--- config.mk ---
export PLATFORM = sky130hd
export DESIGN_NAME = fpga_robots_game_serial_tx
export DESIGN_NICKNAME = d
export VERILOG_FILES = /design/src/rtl/fpga_robots_game_serial_tx_pkg.sv /design/src/rtl/fpga_robots_game_fifo.sv /design/src/rtl/fpga_robots_game_serial_tx.sv
export SDC_FILE = /design/constraint.sdc
export NUM_CORES = 1
export LEC_CHECK = 0
export CAP_MARGIN = 20
export CORE_ASPECT_RATIO = 0.9
export CORE_UTILIZATION = 25
export DETAILED_ROUTE_END_ITERATION = 10
export PLACE_DENSITY = 0.44
export RECOVER_POWER = 100
export SLEW_MARGIN = 0
export SYNTH_ARGS = -nofsm -noshare
export SYNTH_HDL_FRONTEND = slang
export SYNTH_SLANG_ARGS = --single-unit
--- constraint.sdc ---
create_clock -name clk -period 3.8 [get_ports clk]
set_input_delay 0.38 -clock clk [delete_from_list [all_inputs] [get_ports clk]]
set_output_delay 0.38 -clock clk [all_outputs]
set_load 0.005 [all_outputs]
--- src/rtl/fpga_robots_game_serial_tx_pkg.sv ---
// -----------------------------------------------------------------------------
// fpga_robots_game_serial_tx_pkg
// Shared definitions for the serial transmit path of the robots game:
//   - FSM state encodings (3-bit constants, legacy-compatible)
//   - default baud divisor for a ~65 MHz system clock at 115200 baud
//   - number of data bits per frame
//   - even-parity helper
// The PARITY encoding is always defined. The transmitter only uses it when
// FPGA_ROBOTS_GAME_SERIAL_TX_PARITY_EN is defined.
// -----------------------------------------------------------------------------
package fpga_robots_game_serial_tx_pkg;

    localparam logic [2:0] ST_IDLE   = 3'd0;
    localparam logic [2:0] ST_START  = 3'd1;
    localparam logic [2:0] ST_DATA   = 3'd2;
    localparam logic [2:0] ST_PARITY = 3'd3;
    localparam logic [2:0] ST_STOP   = 3'd4;

    // 65 MHz / 115200 baud, rounded.
    localparam int DEFAULT_DIVISOR = 564;
    localparam int DATA_BITS       = 8;

    // Even parity: the XOR of the data bits, so that data plus parity holds
    // an even number of ones.
    function automatic logic even_parity(input logic [DATA_BITS-1:0] b);
        return ^b;
    endfunction

endpackage

--- src/rtl/fpga_robots_game_fifo.sv ---
// -----------------------------------------------------------------------------
// fpga_robots_game_fifo
// Parameterized synchronous first-word-fall-through FIFO. The memory is a
// register array. dout_o shows the head entry whenever count_o != 0. The read
// and write pointers are LG bits and wrap modulo the depth. The count is one
// bit wider, so full and empty are distinct. A push while full is refused,
// even when a pop happens in the same cycle. A pop while empty is ignored.
// Meant for reuse by the serial receiver and the PS/2 path.
//
// Ports:
//   clk      in   system clock
//   rst      in   synchronous active-high reset (flushes the FIFO)
//   push_i   in   enqueue request
//   din_i    in   data to enqueue
//   pop_i    in   dequeue request
//   dout_o   out  head entry (valid when count_o != 0)
//   count_o  out  occupancy 0..2^LG
//   full_o   out  count_o == 2^LG
//   empty_o  out  count_o == 0
// -----------------------------------------------------------------------------
module fpga_robots_game_fifo #(
    parameter int WIDTH = 8,
    parameter int LG    = 4
) (
    input  logic             clk,
    input  logic             rst,
    input  logic             push_i,
    input  logic [WIDTH-1:0] din_i,
    input  logic             pop_i,
    output logic [WIDTH-1:0] dout_o,
    output logic [LG:0]      count_o,
    output logic             full_o,
    output logic             empty_o
);

    localparam int DEPTH = 1 << LG;

    logic [WIDTH-1:0] mem_q [DEPTH];
    logic [LG-1:0]    wr_ptr_q, wr_ptr_d;
    logic [LG-1:0]    rd_ptr_q, rd_ptr_d;
    logic [LG:0]      cnt_q, cnt_d;
    logic             do_push, do_pop;

    assign full_o  = (cnt_q == (LG+1)'(DEPTH));
    assign empty_o = (cnt_q == '0);
    assign count_o = cnt_q;
    assign dout_o  = mem_q[rd_ptr_q];

    // Acceptance depends on the current occupancy only. A full FIFO refuses
    // a push even while it is being popped in the same cycle.
    assign do_push = push_i && !full_o;
    assign do_pop  = pop_i && !empty_o;

    always_comb begin
        wr_ptr_d = wr_ptr_q;
        rd_ptr_d = rd_ptr_q;
        cnt_d    = cnt_q;
        if (do_push) wr_ptr_d = wr_ptr_q + 1'b1;
        if (do_pop)  rd_ptr_d = rd_ptr_q + 1'b1;
        case ({do_push, do_pop})
            2'b10:   cnt_d = cnt_q + 1'b1;
            2'b01:   cnt_d = cnt_q - 1'b1;
            default: cnt_d = cnt_q;
        endcase
    end

    always_ff @(posedge clk) begin
        if (rst) begin
            wr_ptr_q <= '0;
            rd_ptr_q <= '0;
            cnt_q    <= '0;
        end else begin
            wr_ptr_q <= wr_ptr_d;
            rd_ptr_q <= rd_ptr_d;
            cnt_q    <= cnt_d;
        end
    end

    // Storage needs no reset. Only entries between the pointers are meaningful.
    always_ff @(posedge clk) begin
        if (!rst && do_push) mem_q[wr_ptr_q] <= din_i;
    end

endmodule

--- src/rtl/fpga_robots_game_serial_tx.sv ---
// -----------------------------------------------------------------------------
// fpga_robots_game_serial_tx
// UART transmitter for the board's serial_tx pin, used for debug and status
// output to the host. Game logic pushes bytes into an internal FIFO. Each
// byte is sent as 8N1 (start, 8 data bits LSB first, stop). Each bit lasts
// DIVISOR clocks. Back-to-back bytes are sent with no idle gap between frames.
//
// Optional feature:
//   FPGA_ROBOTS_GAME_SERIAL_TX_PARITY_EN - when defined, an even parity bit is
//   inserted between the data bits and the stop bit, giving frame format 8E1.
//
// Parameters:
//   DIVISOR  clocks per bit (2..65535), default 564 (65 MHz / 115200)
//   FIFO_LG  log2 of FIFO depth, default 4 (16 bytes)
//
// Ports:
//   clk        in   system clock (~65 MHz)
//   rst        in   synchronous active-high reset
//   wr_dat     in   byte to enqueue
//   wr_stb     in   enqueue strobe, accepted only when wr_rdy=1
//   wr_rdy     out  FIFO not full
//   busy       out  frame on the line or FIFO non-empty
//   fifo_cnt   out  FIFO occupancy 0..2^FIFO_LG
//   serial_tx  out  registered serial line, idle high
//   dbg_state  out  current FSM state (encodings in the package)
// -----------------------------------------------------------------------------
module fpga_robots_game_serial_tx
    import fpga_robots_game_serial_tx_pkg::*;
#(
    parameter int DIVISOR = DEFAULT_DIVISOR,
    parameter int FIFO_LG = 4
) (
    input  logic               clk,
    input  logic               rst,
    input  logic [7:0]         wr_dat,
    input  logic               wr_stb,
    output logic               wr_rdy,
    output logic               busy,
    output logic [FIFO_LG:0]   fifo_cnt,
    output logic               serial_tx,
    output logic [2:0]         dbg_state
);

    localparam logic [15:0] DIV_M1   = 16'(DIVISOR - 1);
    localparam logic [2:0]  LAST_BIT = 3'(DATA_BITS - 1);

    logic [2:0]  state_q, state_d;
    logic [15:0] baud_q, baud_d;
    logic [2:0]  bit_q, bit_d;
    logic [7:0]  shift_q, shift_d;
    logic        tx_q, tx_d;
`ifdef FPGA_ROBOTS_GAME_SERIAL_TX_PARITY_EN
    logic        parity_q, parity_d;
`endif

    logic        pop;
    logic [7:0]  fifo_dout;
    logic        fifo_full, fifo_empty;

    fpga_robots_game_fifo #(
        .WIDTH (8),
        .LG    (FIFO_LG)
    ) u_fifo (
        .clk     (clk),
        .rst     (rst),
        .push_i  (wr_stb),
        .din_i   (wr_dat),
        .pop_i   (pop),
        .dout_o  (fifo_dout),
        .count_o (fifo_cnt),
        .full_o  (fifo_full),
        .empty_o (fifo_empty)
    );

    assign wr_rdy    = !fifo_full;
    assign busy      = (state_q != ST_IDLE) || !fifo_empty;
    assign serial_tx = tx_q;
    assign dbg_state = state_q;

    // tx_d is the line level for the state being entered. The line then
    // changes on the same edge as the state, and serial_tx stays a plain flop.
    always_comb begin
        state_d  = state_q;
        baud_d   = baud_q;
        bit_d    = bit_q;
        shift_d  = shift_q;
        tx_d     = tx_q;
        pop      = 1'b0;
`ifdef FPGA_ROBOTS_GAME_SERIAL_TX_PARITY_EN
        parity_d = parity_q;
`endif
        case (state_q)
            ST_IDLE: begin
                tx_d = 1'b1;
                if (!fifo_empty) begin
                    pop      = 1'b1;
                    shift_d  = fifo_dout;
                    baud_d   = DIV_M1;
                    state_d  = ST_START;
                    tx_d     = 1'b0;
`ifdef FPGA_ROBOTS_GAME_SERIAL_TX_PARITY_EN
                    parity_d = even_parity(fifo_dout);
`endif
                end
            end
            ST_START: begin
                if (baud_q == 16'd0) begin
                    baud_d  = DIV_M1;
                    bit_d   = 3'd0;
                    state_d = ST_DATA;
                    tx_d    = shift_q[0];
                end else begin
                    baud_d = baud_q - 16'd1;
                end
            end
            ST_DATA: begin
                if (baud_q == 16'd0) begin
                    baud_d = DIV_M1;
                    if (bit_q == LAST_BIT) begin
`ifdef FPGA_ROBOTS_GAME_SERIAL_TX_PARITY_EN
                        state_d = ST_PARITY;
                        tx_d    = parity_q;
`else
                        state_d = ST_STOP;
                        tx_d    = 1'b1;
`endif
                    end else begin
                        // Bit 0 of shift_q is always the bit on the line now.
                        bit_d   = bit_q + 3'd1;
                        shift_d = {1'b0, shift_q[7:1]};
                        tx_d    = shift_q[1];
                    end
                end else begin
                    baud_d = baud_q - 16'd1;
                end
            end
`ifdef FPGA_ROBOTS_GAME_SERIAL_TX_PARITY_EN
            ST_PARITY: begin
                if (baud_q == 16'd0) begin
                    baud_d  = DIV_M1;
                    state_d = ST_STOP;
                    tx_d    = 1'b1;
                end else begin
                    baud_d = baud_q - 16'd1;
                end
            end
`endif
            ST_STOP: begin
                if (baud_q == 16'd0) begin
                    if (!fifo_empty) begin
                        // Chain straight into the next start bit with no idle gap.
                        pop      = 1'b1;
                        shift_d  = fifo_dout;
                        baud_d   = DIV_M1;
                        state_d  = ST_START;
                        tx_d     = 1'b0;
`ifdef FPGA_ROBOTS_GAME_SERIAL_TX_PARITY_EN
                        parity_d = even_parity(fifo_dout);
`endif
                    end else begin
                        state_d = ST_IDLE;
                        tx_d    = 1'b1;
                    end
                end else begin
                    baud_d = baud_q - 16'd1;
                end
            end
            default: begin
                state_d = ST_IDLE;
                tx_d    = 1'b1;
            end
        endcase
    end

    always_ff @(posedge clk) begin
        if (rst) begin
            state_q  <= ST_IDLE;
            baud_q   <= 16'd0;
            bit_q    <= 3'd0;
            shift_q  <= 8'd0;
            tx_q     <= 1'b1;
`ifdef FPGA_ROBOTS_GAME_SERIAL_TX_PARITY_EN
            parity_q <= 1'b0;
`endif
        end else begin
            state_q  <= state_d;
            baud_q   <= baud_d;
            bit_q    <= bit_d;
            shift_q  <= shift_d;
            tx_q     <= tx_d;
`ifdef FPGA_ROBOTS_GAME_SERIAL_TX_PARITY_EN
            parity_q <= parity_d;
`endif
        end
    end

endmodule

Word level (Yosys, flattened, before mapping)
Memory sizes are Yosys's and may differ from the RTL's. A register that Yosys moved wholly into a read port is not among the register bits.
Cells that the tools add are included.
{ "classes": {"n_reduce_logical": 20, "add_sub_neg": 6, "eq_ne": 13, "muxes": 34} }
{ "ops": {"columns": ["cell", "count"], "rows": [
  ["2-to-1 mux 16 bit", 3],
  ["case mux 16 bit (3 select lines)", 1],
  ["2-to-1 mux 8 bit", 4],
  ["2-to-1 mux 3 bit", 8],
  ["case mux 8 bit (3 select lines)", 1],
  ["logical NOT 16 bit", 1],
  ["subtractor 16 x 1 -> 16 bit, second input constant", 1],
  ["inequality test 2 bit, second input constant", 6],
  ["case mux 3 bit (4 select lines)", 1],
  ["2-to-1 mux 1 bit", 10],
  ["case mux 5 bit (2 select lines)", 1],
  ["nonzero test 3 bit", 3],
  ["adder 4 x 1 -> 4 bit, second input constant", 2],
  ["2-to-1 mux 4 bit", 2],
  ["AND reduction 4 bit", 2],
  ["equality test 3 bit, second input constant", 2],
  ["case mux 3 bit (2 select lines)", 1],
  ["adder 5 x 1 -> 5 bit, second input constant", 1],
  ["equality test 5 bit, second input constant", 1],
  ["logical NOT 5 bit", 1],
  ["AND reduction 5 bit", 1],
  ["subtractor 5 x 1 -> 5 bit, second input constant", 1],
  ["case mux 1 bit (4 select lines)", 1],
  ["nonzero test 2 bit", 2],
  ["12 further kinds", 16]
]} }
{ "totals": {"ramBits": 128, "memories": 1, "out_inout_bits": 11, "word_cells": 82, "regBits": 44} }
{ "mem_list": {"columns": ["memory", "words", "width", "read_ports", "rd_clocked_by_memory_dff", "write_ports", "line", "text"], "rows": [
  ["u_fifo.mem_q", 16, 8, 1, 1, 1, "fpga_robots_game_fifo.sv:38", "logic [WIDTH-1:0] mem_q [DEPTH];"]
]} }

Logic depth before layout (Yosys ltp)
{ "logic_depth": {"ltp_word": 7, "mapped_depth": 14, "depth_no_buf": 13} }

Cells and area by module
Synthesis repeated with hierarchy kept, for this count alone.
{ "hier_totals": {"hier_cells": 532, "hier_area_um2": 7643.6} }
{ "modules_own_cells": {"columns": ["module", "n_inst", "area_each_um2", "cells_per_inst", "seq_area_each_um2"], "rows": [
  ["fpga_robots_game_fifo", 1, 5781.8, 314, 4184.0],
  ["fpga_robots_game_serial_tx", 1, 1861.8, 218, 620.6]
]} }

Worst setup path after synthesis
No wires, ideal clock.
{ "synth_path": {"path_type": "register -> register", "start": "register baud_q[0]", "end": "register u_fifo.cnt_q[4], in the netlist u_fifo.count_o[4]", "path_stages_with_launch": 15, "n_path_buf": 1, "arrival_time_ns": 3.216, "required_ns": 3.679, "synth_period_minus_slack_ns": 3.337, "setup_time_ns": 0.121, "setup_slack_ns": 0.463, "path_cell_list": "dfxtp_1 > inv_1 > ha_1 > nor3b_2 > nand4_1 > a21oi_2 > ha_1 > clkbuf_1 > xor2_1 > ha_1 > o21a_1 > o22a_1 > a21oi_1 > mux2i_1 > mux2_2"} }
{ "synth_via": {"elab_chain_len": 6} }
{ "synth_rtl": {"columns": ["element", "line", "text"], "rows": [
  ["from (decl)", "fpga_robots_game_serial_tx.sv:48", "logic [15:0] baud_q, baud_d;"],
  ["from (signal assigned)", "fpga_robots_game_serial_tx.sv:187", "baud_q <= baud_d;"],
  ["logical NOT 16 bit (*)", "fpga_robots_game_serial_tx.sv:149", "if (baud_q == 16'd0) begin"],
  ["2-to-1 mux 1 bit (*)", "fpga_robots_game_serial_tx.sv:149", null],
  ["case mux 1 bit (2 select lines) (*)", "fpga_robots_game_serial_tx.sv:92", "case (state_q)"],
  ["logical AND 1 bit (*)", "fpga_robots_game_fifo.sv:52", "assign do_pop = pop_i && !empty_o;"],
  ["equality test 2 x 1 -> 1 bit or equality test 2 bit (tied branches)", "fpga_robots_game_fifo.sv:60", "case ({do_push, do_pop})"],
  ["case mux 5 bit (2 select lines) or nonzero test 2 bit (tied branches)", null, null],
  ["to (signal assigned)", "fpga_robots_game_fifo.sv:75", "cnt_q <= cnt_d;"],
  ["to (decl)", "fpga_robots_game_fifo.sv:41", "logic [LG:0] cnt_q, cnt_d;"]
]} }
Mark *: on every way between the ends. The rest lies on a longest branch, timed or not.
A chain may end at the register's enable or synchronous reset.

Worst setup path in the final report
{ "layout_path": {"start": "register u_fifo.cnt_q[1], in the netlist u_fifo.count_o[1]", "end": "register u_fifo.cnt_q[4], in the netlist u_fifo.count_o[4]"} }
{ "layout_via": {"elab_chain_len": 7} }
{ "layout_rtl": {"columns": ["element", "line", "text"], "rows": [
  ["logical NOT 5 bit", "fpga_robots_game_fifo.sv:45", "assign empty_o = (cnt_q == '0);"],
  ["2-to-1 mux 1 bit", "fpga_robots_game_serial_tx.sv:95, fpga_robots_game_serial_tx.sv:150", null],
  ["2-to-1 mux 1 bit", "fpga_robots_game_serial_tx.sv:149", null],
  ["case mux 1 bit (2 select lines)", "fpga_robots_game_serial_tx.sv:92", null],
  ["logical AND 1 bit", "fpga_robots_game_fifo.sv:52", null],
  ["equality test 2 x 1 -> 1 bit or equality test 2 bit (tied branches)", "fpga_robots_game_fifo.sv:60", null],
  ["case mux 5 bit (2 select lines) or nonzero test 2 bit (tied branches)", null, null]
]} }
Parallel ways exist; a longest one is shown, timed or not.

==> flow_metrics.py <==
metrics = {
    "clock_tree": {
        "cts_root_buf": "clkbuf_16",
        "clock_sinks": 176,
        "cts_buffers": 17,
        "htreeDepth": 4,
        "clk_latency_ns": 0.43,
        "cts.path.max_buffers": 2,
        "cts_tree": "done",
        "cts_resized": 0,
        "path_clk_slew_ns": 0.07,
        "postCtsSetupBuffers": 0,
        "cts_hold_buf": 0,
    },
    "die": {
        "start_util_pct": 25.5,
        "dieArea_um2": 31400,
        "ios": 22,
        "dieHeight_um": 168,
        "rows": 60,
        "dieWidth_um": 187,
        "core_um2": 30000,
    },
    "worst_setup_path": {
        "crit_family": "compound AO/OA/AOI/OAI gates",
        "crit_path_max_incr_delay_ns": 0.68,
        "cp_max_fo": 9,
        "worstPathRequired_ns": 4.12,
        "cp_slowest_cell": "or4_1",
        "worstPathCellList": "or4_1 -> o21ai_4 -> a21oi_1 -> ha_1 -> xor2_1 -> ha_1 -> o21a_1 -> o22a_1 -> a21oi_1 -> mux2i_1 -> mux2_2",
        "crit_type": "register to register",
        "cp-start-kind": "register",
        "end_kind": "register",
        "crit_arrival_ns": 3.73,
        "timing.critical_path.buf_inv": 0,
    },
    "sta": {
        "slew_headroom_pct": 3.06,
        "hold_violations": 0,
        "setup_viol": 0,
        "finalSetupTns_ns": 0,
        "drv_slew": 0,
        "layout_min_cycle_time_ns": 3.41,
        "rsz0062_at_grt": "no",
        "fmax_mhz": 293,
        "tightest_slew_ns": 1.45,
        "finalWorstSetupSlack_ns": 0.391,
        "fin_skew_ns": 0.0143,
        "fin_hold_ws_ns": 0.465,
        "fin_crit_sh_pct": 89.7,
    },
    "logic_synthesis": {
        "syn_area_per_cell_um2": 13.9,
        "synth_xor_area_share_pct": 1.14,
        "synth-adder-area-share_pct": 1.96,
        "yosysSeqAreaShare_pct": 62.7,
        "yosys_warnings": 0,
        "synthArstFlopShare_pct": 0,
        "synth_top_family_by_area": "simple AND/OR/NAND/NOR gates",
        "netlist_area_um2": 7660,
        "synth_cell_types": 67,
        "synth.area.mux_share_pct": 10.7,
        "synth_edf_count": 128,
        "synth_compound_area_share_pct": 9.98,
        "yosys.area_share.simple_pct": 11.1,
        "netlist_instances": 550,
        "yosys_most_used_dff": "edfxtp_1",
        "ys_seq_elements": 176,
        "synth_nets": 573,
    },
    "global_route": {
        "grt_pass1_vias": 4601,
        "grt_first_pass_wirelength_um": 27200,
        "grt.overflow.total": 0,
        "grt_usage_pct": 11.6,
        "antenna_found_initial": 0,
        "grt_start_max_net_pins": 42,
    },
    "layout": {
        "antenna_cells": 0,
        "fill_cells": 3066,
        "layout_commonest_cell": "edfxtp_1",
        "drive_gt1_share_pct": 14.2,
        "most-common-layout-cells": "128 x edfxtp_1, 48 x nor2_1, 47 x dfxtp_1, 29 x a21oi_1, 29 x mux4_2",
        "area_growth_pct": 16.3,
        "fin_util_pct": 29.7,
        "nets": 603,
    },
    "drt": {
        "dr.pass1.iters": 4,
        "via_count": 4709,
        "drc": 0,
        "routedWlPerCell_um": 17.7,
        "dr.first_iter.drc_count": 311,
        "vias_per_cell": 4.73,
        "wirelength_um": 17600,
        "ant_nets": 0,
    },
    "power": {
        "power_leakage_nw": 2.80,
        "peakVddDrop_v": 0.000302,
        "power.density_nw_per_um2": 703,
    },
    "place": {
        "dpl.hpwl_um": 11700,
        "place_congestion": 0.777,
        "place_ws_ns": 0.532,
        "io_buffers": 21,
    },
    "worst_hold_path": {
        "hold_class": "register to register",
    },
    "status": {
        "status": "completed",
    },
    "run": {
        "drv_cap": 0,
    },
}
[final cells by class]
| class | count | area, µm² | area share, % |
|---|---|---|---|
| timing repair buffer | 42 | 312 | 3.50 |
| multi-input combinational | 331 | 2650 | 29.7 |
| sequential | 176 | 4810 | 53.9 |
| clock inverter | 15 | 173 | 1.94 |
| tap | 403 | 504 | 5.66 |
| inverter | 12 | 45.0 | 0.505 |
| clock buffer | 17 | 425 | 4.77 |
[worst paths after layout]
kind,slack [ns],from,end,cells past startpoint
setup / recovery,0.39,u_fifo.count_o[1],u_fifo.count_o[4],11
hold / removal,0.46,serial_tx,serial_tx,1
setup reg to reg,0.39,u_fifo.count_o[1],u_fifo.count_o[4],11
hold reg to reg,0.46,serial_tx,serial_tx,1
[worst reg2reg max path: stages, from the launching register on]
cell	delay (ns)
dfxtp_1	0.39
or4_1	0.68
o21ai_4	0.27
a21oi_1	0.10
ha_1	0.34
xor2_1	0.19
ha_1	0.24
o21a_1	0.18
o22a_1	0.19
a21oi_1	0.17
mux2i_1	0.21
mux2_2	0.34
[state kept, by name, indices dropped and copies added, names as in the netlist, named ones only]
signal / cells
bit_q: 3
dbg_state: 3
u_fifo.rd_ptr_q: 4
u_fifo.count_o: 5
u_fifo.mem_q: 128
serial_tx: 1
baud_q: 16
u_fifo.wr_ptr_q: 4
shift_q: 8
[per-layer routing]
| metal | wire length (µm) | part of all wire, % | global-route usage [%] |
|---|---|---|---|
| met1 | 8350 | 47 | 15.4 |
| met5 | 0 | 0 | 0 |
| met4 | 229 | 1.3 | 3.99 |
| met3 | 652 | 3.7 | 2.69 |
| met2 | 8370 | 48 | 18.6 |
[where the power goes]
part	switching, W	internal [W]	leakage [nW]
logic	0.00109	0.000870	0.969
registers	0.000283	0.00223	1.55
clock network	0.000799	0.000990	0.288
total	0.00217	0.00409	2.80
[through the flow]
stage          instances  power [W]  area (µm²)
2_1_floorplan        550    0.00400        7660
3_5_place_dp         964    0.00461        8400
3_3_place_gp         964    0.00456        8400
4_1_cts              996    0.00642        9000
5_1_grt              996    0.00666        8910
6_report             996    0.00626        8910
[synthesized netlist by cell type, types with 8 or more instances]
master    instances  share of area [%]
edfxtp_1        128                 50
dfxtp_1          48                 13
nor2_1           48                2.4
mux4_2           29                8.5
a21oi_1          26                1.7
nand2_1          26                1.3
clkbuf_1         17               0.83
ha_1             12                2.0
inv_1            12               0.59
nor3_1           12               0.78
a211oi_1         10               0.98
mux2i_1          10                1.3
nand2b_1         10               0.82
buf_2             9               0.59
nor2b_1           8               0.65
o21ai_0           8               0.52
o22ai_1           8               0.65
or3_1             8               0.65
[cells by family after synthesis]
family	Yosys count
buffers and inverters	43
adder cells (fa/ha/maj)	12
AND/OR/NAND/NOR	158
multiplexers	45
AO/OA/AOI/OAI	106
XOR/XNOR	10
flip-flops	176
No activity file was read; power rests on OpenSTA's default activity.
